$ cat config.mk
export PLATFORM = sky130hd
export DESIGN_NAME = special_regs
export DESIGN_NICKNAME = d
export VERILOG_FILES = /design/src/rtl/special_regs_pkg.sv /design/src/rtl/context_stack.sv /design/src/rtl/special_regs.sv
export SDC_FILE = /design/constraint.sdc
export NUM_CORES = 1
export LEC_CHECK = 0
export ABC_AREA = 1
export BUFFER_PORTS_ARGS = -buffer_cell sky130_fd_sc_hd__buf_2
export CAP_MARGIN = 5
export CORE_MARGIN = 10
export CORE_UTILIZATION = 35
export CTS_BUF_LIST = sky130_fd_sc_hd__clkbuf_4
export CTS_CLUSTER_DIAMETER = 200
export CTS_CLUSTER_SIZE = 16
export DETAILED_ROUTE_END_ITERATION = 8
export PLACE_DENSITY_LB_ADDON = 0.1
export RECOVER_POWER = 50
export SYNTH_ARGS = -nofsm -noshare
export SYNTH_HDL_FRONTEND = slang
export SYNTH_SLANG_ARGS = --single-unit
$ cat constraint.sdc
create_clock -name clk -period 5.2 [get_ports clk]
set_clock_uncertainty 0.05 [all_clocks]
set_input_delay 1.04 -clock clk [delete_from_list [all_inputs] [get_ports clk]]
set_output_delay 1.04 -clock clk [all_outputs]
set_load 0.01 [all_outputs]
$ cat src/rtl/special_regs_pkg.sv
// special_regs_pkg: PSR bit positions and PC sequencing opcodes shared by the special-register block.
package special_regs_pkg;
    localparam int PSR_C = 0;
    localparam int PSR_L = 2;
    localparam int PSR_F = 5;
    localparam int PSR_Z = 6;
    localparam int PSR_N = 7;
    localparam int PSR_I = 9;
    typedef enum logic [1:0] {
        PC_HOLD = 2'b00,
        PC_INC  = 2'b01,
        PC_LOAD = 2'b10,
        PC_REL  = 2'b11
    } pc_op_e;
endpackage

$ cat src/rtl/context_stack.sv
// context_stack: LIFO of saved interrupt contexts; push when full and pop when empty are ignored.
module context_stack #(
    parameter int W     = 32,
    parameter int DEPTH = 4
) (
    input  logic         clk,
    input  logic         reset,
    input  logic         push,
    input  logic         pop,
    input  logic [W-1:0] din,
    output logic [W-1:0] dout,
    output logic         full,
    output logic         empty
);
    localparam int PW = $clog2(DEPTH + 1);
    localparam int IW = DEPTH > 1 ? $clog2(DEPTH) : 1;
    logic [W-1:0]  mem [1 << IW];
    logic [PW-1:0] ptr;
    logic [PW-1:0] top;
    assign top   = ptr - 1'b1;
    assign dout  = mem[top[IW-1:0]];
    assign full  = ptr == PW'(DEPTH);
    assign empty = ptr == '0;
    always_ff @(posedge clk) begin
        if (reset) begin
            ptr <= '0;
        end else if (push && !full) begin
            mem[ptr[IW-1:0]] <= din;
            ptr              <= ptr + 1'b1;
        end else if (pop && !empty) begin
            ptr <= ptr - 1'b1;
        end
    end
endmodule

$ cat src/rtl/special_regs.sv
// special_regs: PC, INSTR and PSR registers with interrupt entry/return saving {PSR, PC} on a context stack.
module special_regs
    import special_regs_pkg::*;
#(
    parameter int                DATA_W      = 16,
    parameter int                ADDR_W      = 16,
    parameter int                STACK_DEPTH = 4,
    parameter logic [ADDR_W-1:0] PC_RESET    = '0,
    parameter logic [ADDR_W-1:0] INT_VEC     = ADDR_W'(16'h0010)
) (
    input  logic              clk,
    input  logic              reset,
    input  logic [1:0]        pc_op,
    input  logic [ADDR_W-1:0] pc_in,
    input  logic              instr_en,
    input  logic [DATA_W-1:0] instr_in,
    input  logic              cmp_f_en,
    input  logic              of_f_en,
    input  logic              z_f_en,
    input  logic              C_in,
    input  logic              L_in,
    input  logic              F_in,
    input  logic              Z_in,
    input  logic              N_in,
    input  logic              ie_set,
    input  logic              ie_clr,
    input  logic              int_req,
    input  logic              rti,
    output logic [ADDR_W-1:0] pc,
    output logic [DATA_W-1:0] psr,
    output logic [DATA_W-1:0] instr,
    output logic              int_ack,
    output logic              stack_empty,
    output logic              stack_full,
    output logic              stack_err
);
    logic [DATA_W-1:0]        psr_n;
    logic [DATA_W-1:0]        psr_int;
    logic [ADDR_W-1:0]        pc_n;
    logic [DATA_W+ADDR_W-1:0] ctx_out;
    logic                     do_pop;
    logic                     int_ok;
    logic                     take;
    always_comb begin
        psr_n = psr;
        if (cmp_f_en) begin
            psr_n[PSR_L] = L_in;
            psr_n[PSR_N] = N_in;
        end
        if (of_f_en) begin
            psr_n[PSR_F] = F_in;
            psr_n[PSR_C] = C_in;
        end
        if (z_f_en)
            psr_n[PSR_Z] = Z_in;
        psr_n[PSR_I] = ie_clr ? 1'b0 : ie_set ? 1'b1 : psr[PSR_I];
        psr_int = psr_n;
        psr_int[PSR_I] = 1'b0;
        pc_n = pc_op == PC_INC  ? pc + 1'b1 :
               pc_op == PC_LOAD ? pc_in :
               pc_op == PC_REL  ? pc + pc_in : pc;
    end
    // A valid rti pre-empts everything, including a concurrent interrupt request.
    assign do_pop = rti && !stack_empty;
    assign int_ok = !do_pop && int_req && psr[PSR_I];
    assign take   = int_ok && !stack_full;
    context_stack #(
        .W     (DATA_W + ADDR_W),
        .DEPTH (STACK_DEPTH)
    ) u_stack (
        .clk   (clk),
        .reset (reset),
        .push  (take),
        .pop   (do_pop),
        .din   ({psr_n, pc_n}),
        .dout  (ctx_out),
        .full  (stack_full),
        .empty (stack_empty)
    );
    always_ff @(posedge clk) begin
        if (reset) begin
            pc        <= PC_RESET;
            psr       <= '0;
            instr     <= '0;
            int_ack   <= 1'b0;
            stack_err <= 1'b0;
        end else begin
            if (instr_en)
                instr <= instr_in;
            pc      <= do_pop ? ctx_out[ADDR_W-1:0] : take ? INT_VEC : pc_n;
            psr     <= do_pop ? ctx_out[DATA_W+ADDR_W-1:ADDR_W] : take ? psr_int : psr_n;
            int_ack <= take;
            if ((rti && stack_empty) || (int_ok && stack_full))
                stack_err <= 1'b1;
        end
    end
endmodule
-- After elaboration in Yosys (flattened, before gate mapping)
Memories as Yosys holds them, arrays and structs flattened.
Cells that the tools add are included.
- add/subtract/negate cells: 4
- reduce and logical (&&, ||, !) cells: 14
- mux-type cells: 19
- equal/unequal tests: 4
- operators with widths (cell ; number):
    $mux 16 ; 6
    $add 16x1->16 const B ; 1
    $add 16x16->16 ; 1
    $mux 1 ; 10
    $mux 10 ; 1
    $logic_and 1x1->1 ; 8
    $mux 3 ; 2
    $eq 2x2->1 const B ; 2
    $add 3x1->3 const B ; 1
    $eq 3x3->1 const B ; 1
    $logic_not 1->1 ; 3
    $logic_not 3->1 ; 1
    $sub 3x1->3 const B ; 1
    $eq 2x1->1 const B ; 1
    $reduce_bool 2->1 ; 1
    $logic_or 1x1->1 ; 1
- bits of input ports: 49
- logic and storage cells: 49
- bits in registers: 53
- bits in writable memories: 128
- memories kept: 1
- output and inout port bits: 52
- memories (name ; words ; bits a word ; rd ports ; clocked after Yosys merged registers in ; wr ports ; line ; source):
    u_stack.mem ; 4 ; 32 ; 1 ; 0 ; 1 ; context_stack.sv:17 ; logic [W-1:0] mem [1 << IW];

-- Depth between registers and ports, before layout
- depth in word-level cells: 11
- mapped depth: 15
- mapped depth without buffers: 15

-- Hierarchy
Synthesis repeated with hierarchy kept, for this count alone.
- cells, all modules: 932
- area, all modules: 8660.8 µm²
- by module, submodules not included (module ; seq. area each (µm²) ; cells an instance ; area each (µm²) ; times used):
    context_stack ; 3903.7 ; 359 ; 5107.4 ; 1
    special_regs ; 1001.0 ; 573 ; 3553.4 ; 1

-- Worst setup path after synthesis
OpenSTA, ideal clock, no wires.
- path kind: register -> register
- start: register u_stack.ptr[0]
- end: memory u_stack.mem[3][0] (enable)
- period minus slack after synthesis: 3.627 ns
- setup time: 0.421 ns
- cell stages (with the launch flop): 13
- arrival: 3.156 ns
- buffers on the path: 2
- slack: 1.573 ns
- data required time: 4.729 ns
- cell sequence: dfxtp_1 > inv_1 > buf_2 > clkbuf_1 > ha_1 > inv_1 > nor2_2 > nor2_2 > inv_2 > nand4_2 > nor2_1 > inv_1 > nor2_1
- word-level cells in the longest chain between the ends: 11
- elaborated cells on any way between the ends: 13
- those cells by class: 1 x eq/ne; 3 x mux; 9 x reduce/logical
- RTL lines (what ; line ; source):
    from (decl) ; context_stack.sv:18 ; logic [PW-1:0] ptr;
    from (signal assigned) ; context_stack.sv:29 ; ptr <= ptr + 1'b1;
    from (signal assigned) ; context_stack.sv:31 ; ptr <= ptr - 1'b1;
    $logic_not 3->1 ; context_stack.sv:23 ; assign empty = ptr == '0;
    net stack_empty ; special_regs.sv:33 ; output logic stack_empty,
    $logic_not 1->1 ; special_regs.sv:64 ; assign do_pop = rti && !stack_empty;
    $logic_and 1x1->1 ; special_regs.sv:64 ;
    $logic_not 1->1 ; special_regs.sv:65 ; assign int_ok = !do_pop && int_req && psr[PSR_I];
    $logic_and 1x1->1 (2 in series) ; special_regs.sv:65 ;
    $logic_and 1x1->1 ; special_regs.sv:66 ; assign take = int_ok && !stack_full;
    $logic_and 1x1->1 ; context_stack.sv:27 ; end else if (push && !full) begin
    $mux 1 ; context_stack.sv:27 ;
    $mux 1 ; context_stack.sv:25 ; if (reset) begin
    $mux 1 (not written as such) ; context_stack.sv:28 ; mem[ptr[IW-1:0]] <= din;
    to (decl) ; context_stack.sv:17 ;
The timed path passes the listed nets, and every way through them passes these cells.

-- Final worst setup path
- start: register u_stack.ptr[1]
- end: memory u_stack.mem[1][8] (enable)
- word-level cells in the longest chain between the ends: 11
- elaborated cells on any way between the ends: 13
- those cells by class: 1 x eq/ne; 3 x mux; 9 x reduce/logical
- RTL lines (what ; line):
    $logic_not 3->1 ; context_stack.sv:23
    $logic_not 1->1 ; special_regs.sv:64
    $logic_and 1x1->1 ; special_regs.sv:64
    $logic_not 1->1 ; special_regs.sv:65
    $logic_and 1x1->1 (2 in series) ; special_regs.sv:65
    $logic_and 1x1->1 ; special_regs.sv:66
    $logic_and 1x1->1 ; context_stack.sv:27
    $mux 1 ; context_stack.sv:27
    $mux 1 ; context_stack.sv:25
    $mux 1 (not written as such) ; context_stack.sv:28
Several ways; a longest one is shown, not always the timed one.

==> results.json <==
{
  "holdPathEnd": "stack_err",
  "min_from": "stack_err",
  "fin_crit_sh_pct": 69.5,
  "vias": 6449,
  "fin_tns_setup_ns": 0,
  "fin_area_mm2": 0.00950,
  "dp_hpwl_um": 14000,
  "peakVddDrop_v": 0.000248,
  "arrival_ns": 3.72,
  "clk_path_buf_depth": 2,
  "drt_first_pass_iters": 5,
  "placed_cells": 1312,
  "syn-num-nets": 1004,
  "area_growth_pct": 11.1,
  "grt_pass1_wl_um": 34900,
  "dpl-instance-area_mm2": 0.00928,
  "worstReg2RegEnd": "u_stack.mem[1][8]",
  "rr_worst_depth": 10,
  "drv_cap": 1,
  "yosys_warnings": 0,
  "dieArea_mm2": 0.0311,
  "clk_latency_ns": 0.54,
  "tightest_slew_ns": 2.05,
  "crit_path_max_incr_delay_ns": 0.88,
  "gp_congestion": 0.814,
  "h-tree-depth": 4,
  "grt_max_degree": 69,
  "root_buffer": "clkbuf_4",
  "grt.met2_usage_pct": 21.5,
  "ant_nets": 0,
  "critPathLaunchType": "register",
  "synth_area_per_cell_um2": 9.17,
  "grt_util_met3_pct": 4.06,
  "required_ns": 5.31,
  "initial_core_util_pct": 35.4,
  "ioPinCount": 101,
  "endpoint_kind": "register",
  "use_met1_pct": 19.7,
  "dpl_worst_slack_ns": 1.66,
  "maxSlewViolCount": 35,
  "r2r-start": "u_stack.ptr[1]",
  "hold_violations": 0,
  "synth_top_area_share_pct": 44.9,
  "max_freq_mhz": 277,
  "multiInputGateArea_mm2": 0.00305,
  "fp.coreArea_mm2": 0.0242,
  "antenna_found_initial": 1,
  "critical_path.most_common_cell": "inv_1",
  "yosys_most_used_dff": "edfxtp_1",
  "regArea_mm2": 0.00491,
  "grt_setup_unrepaired": "false",
  "cts_hold_buf": 0,
  "grt_use_total_pct": 14.1,
  "synth_edf_count": 128,
  "setup_viol_count_final": 0,
  "port_buffers": 100,
  "layout_common_cells": "152 x nand2_1, 145 x nor2_1, 128 x edfxtp_1",
  "outcome": "finished with violations",
  "clock_sinks": 181,
  "grt.overflow.total": 0,
  "cts_tree": "yes",
  "die_width_um": 176,
  "cts_buffers": 17,
  "wl_per_cell_um": 16.1,
  "layout.nets": 1078,
  "ys_types": 42,
  "r2r_slack_ns": 1.59,
  "drt-total-wl_um": 21600,
  "hold_ws_ns": 0.430,
  "cp_max_fo": 32,
  "ys_seq_area_share_pct": 57.3,
  "hold_class": "reg -> reg",
  "crit_type": "reg -> reg",
  "drt_iter0_markers": 454,
  "top_usage_layer": "met2",
  "vias_per_cell": 4.79,
  "drc": 0,
  "grt_pass1_vias": 6259,
  "num-fill-cells": 2483,
  "mostFrequentLayoutCell": "nand2_1",
  "async_flop_share_pct": 0,
  "ctsResizeCount": 0,
  "clk_pin_slew_ns": 0.15,
  "die_h_um": 176,
  "final_util_pct": 39.3,
  "p_total_mw": 4.78,
  "drive_gt1_share_pct": 11.2,
  "rows": 57,
  "slew_headroom_pct": -36.6,
  "p_per_area_mw_per_mm2": 503,
  "crit_slowest_cell": "nor2_4",
  "final.setup.worst_slack_ns": 1.59,
  "finalNonFillerCells": 1345,
  "syn_inst": 933,
  "post-route-min-period_ns": 3.61,
  "violations": "max-capacitance violations, max-slew violations",
  "min_path_cells": 2,
  "synth_area_mm2": 0.00855,
  "synth_area_leader_cell": "edfxtp_1",
  "ys_ff_latch": 181,
  "post_cts_buffers": 0,
  "synth_area_leaders": "edfxtp_1 45%, dfxtp_1 12%, o21ai_0 7.0%",
  "cp_cell_sequence": "inv_1 > ha_1 > inv_1 > nor2_2 > nor2_2 > inv_1 > nand4_1 > nor2_1 > inv_1 > nor2_4",
  "power_leakage_nw": 3.79
}
-- worst max-delay path: cells and delay by family (launching register included) --
kind / cells / cell delay (ns)
buffers and inverters: 4 / 0.98
DFF: 1 / 0.37
and+or+nand+nor: 5 / 1.62
adders and majority gates: 1 / 0.18
-- layer usage --
| layer | vias up | routed length (µm) |
|---|---|---|
| met4 | 0 | 86 |
| met1 | 2999 | 10800 |
| met5 | - | 0 |
| met2 | 140 | 9530 |
| li1 | 3306 | - |
| met3 | 4 | 1180 |
-- report_power, final --
group / internal [mW] / leakage [nW] / switching (mW)
clock: 0.339 / 0.166 / 0.497
combinational: 0.616 / 2.02 / 1.35
sequential: 1.79 / 1.60 / 0.186
total: 2.75 / 3.79 / 2.03
-- how the worst max path moves through the flow --
stage | startpoint | end | slack [ns] | cells past startpoint
final | u_stack.ptr[1] | u_stack.mem[1][8] | 1.59 | 10
after global routing | u_stack.ptr[1] | u_stack.mem[1][8] | 1.25 | 10
after floorplan | u_stack.ptr[0] | u_stack.mem[3][0] | 1.57 | 12
after CTS | u_stack.ptr[1] | u_stack.mem[3][8] | 1.97 | 10
after detailed placement | rti | u_stack.mem[3][13] | 1.66 | 8
after global placement | rti | u_stack.mem[3][14] | 1.71 | 8
-- sequential cells by signal, indices dropped and copies added (netlist names) --
| signal | flops |
|---|---|
| stack_err | 1 |
| u_stack.mem | 128 |
| psr | 16 |
| u_stack.ptr | 3 |
| instr | 16 |
| int_ack | 1 |
| pc | 16 |
-- logic make-up after synthesis --
kind of cell / count (synthesis) / synth area share (%)
buffers and inverters: 147 / 7.21
AO/OA/AOI/OAI: 215 / 13.8
adder cells (fa/ha/maj): 22 / 3.31
AND/OR/NAND/NOR: 361 / 17.6
XOR/XNOR: 7 / 0.717
flip-flops: 181 / 57.3
-- area by class of cell --
type / instances / share of cell area, %
Tap cell: 324 / 4.27
Sequential cell: 181 / 51.6
Clock inverter: 15 / 1.86
Inverter: 97 / 3.83
Clock buffer: 17 / 1.34
Antenna cell: 1 / 0.0263
Multi-Input combinational cell: 605 / 32.1
Timing Repair Buffer: 105 / 4.91
-- cell usage after synthesis (all sizes together) (3+ instances only) --
| cell | n |
|---|---|
| nand2 | 158 |
| nor2 | 156 |
| edfxtp | 128 |
| o21ai | 124 |
| inv | 97 |
| dfxtp | 53 |
| o22ai | 38 |
| a21oi | 37 |
| nand3 | 31 |
| clkbuf | 30 |
| ha | 21 |
| buf | 20 |
| nand4 | 8 |
| xor2 | 6 |
| a211oi | 4 |
| nor3 | 4 |
| o221ai | 3 |
Power figures use the tool's default switching activity.
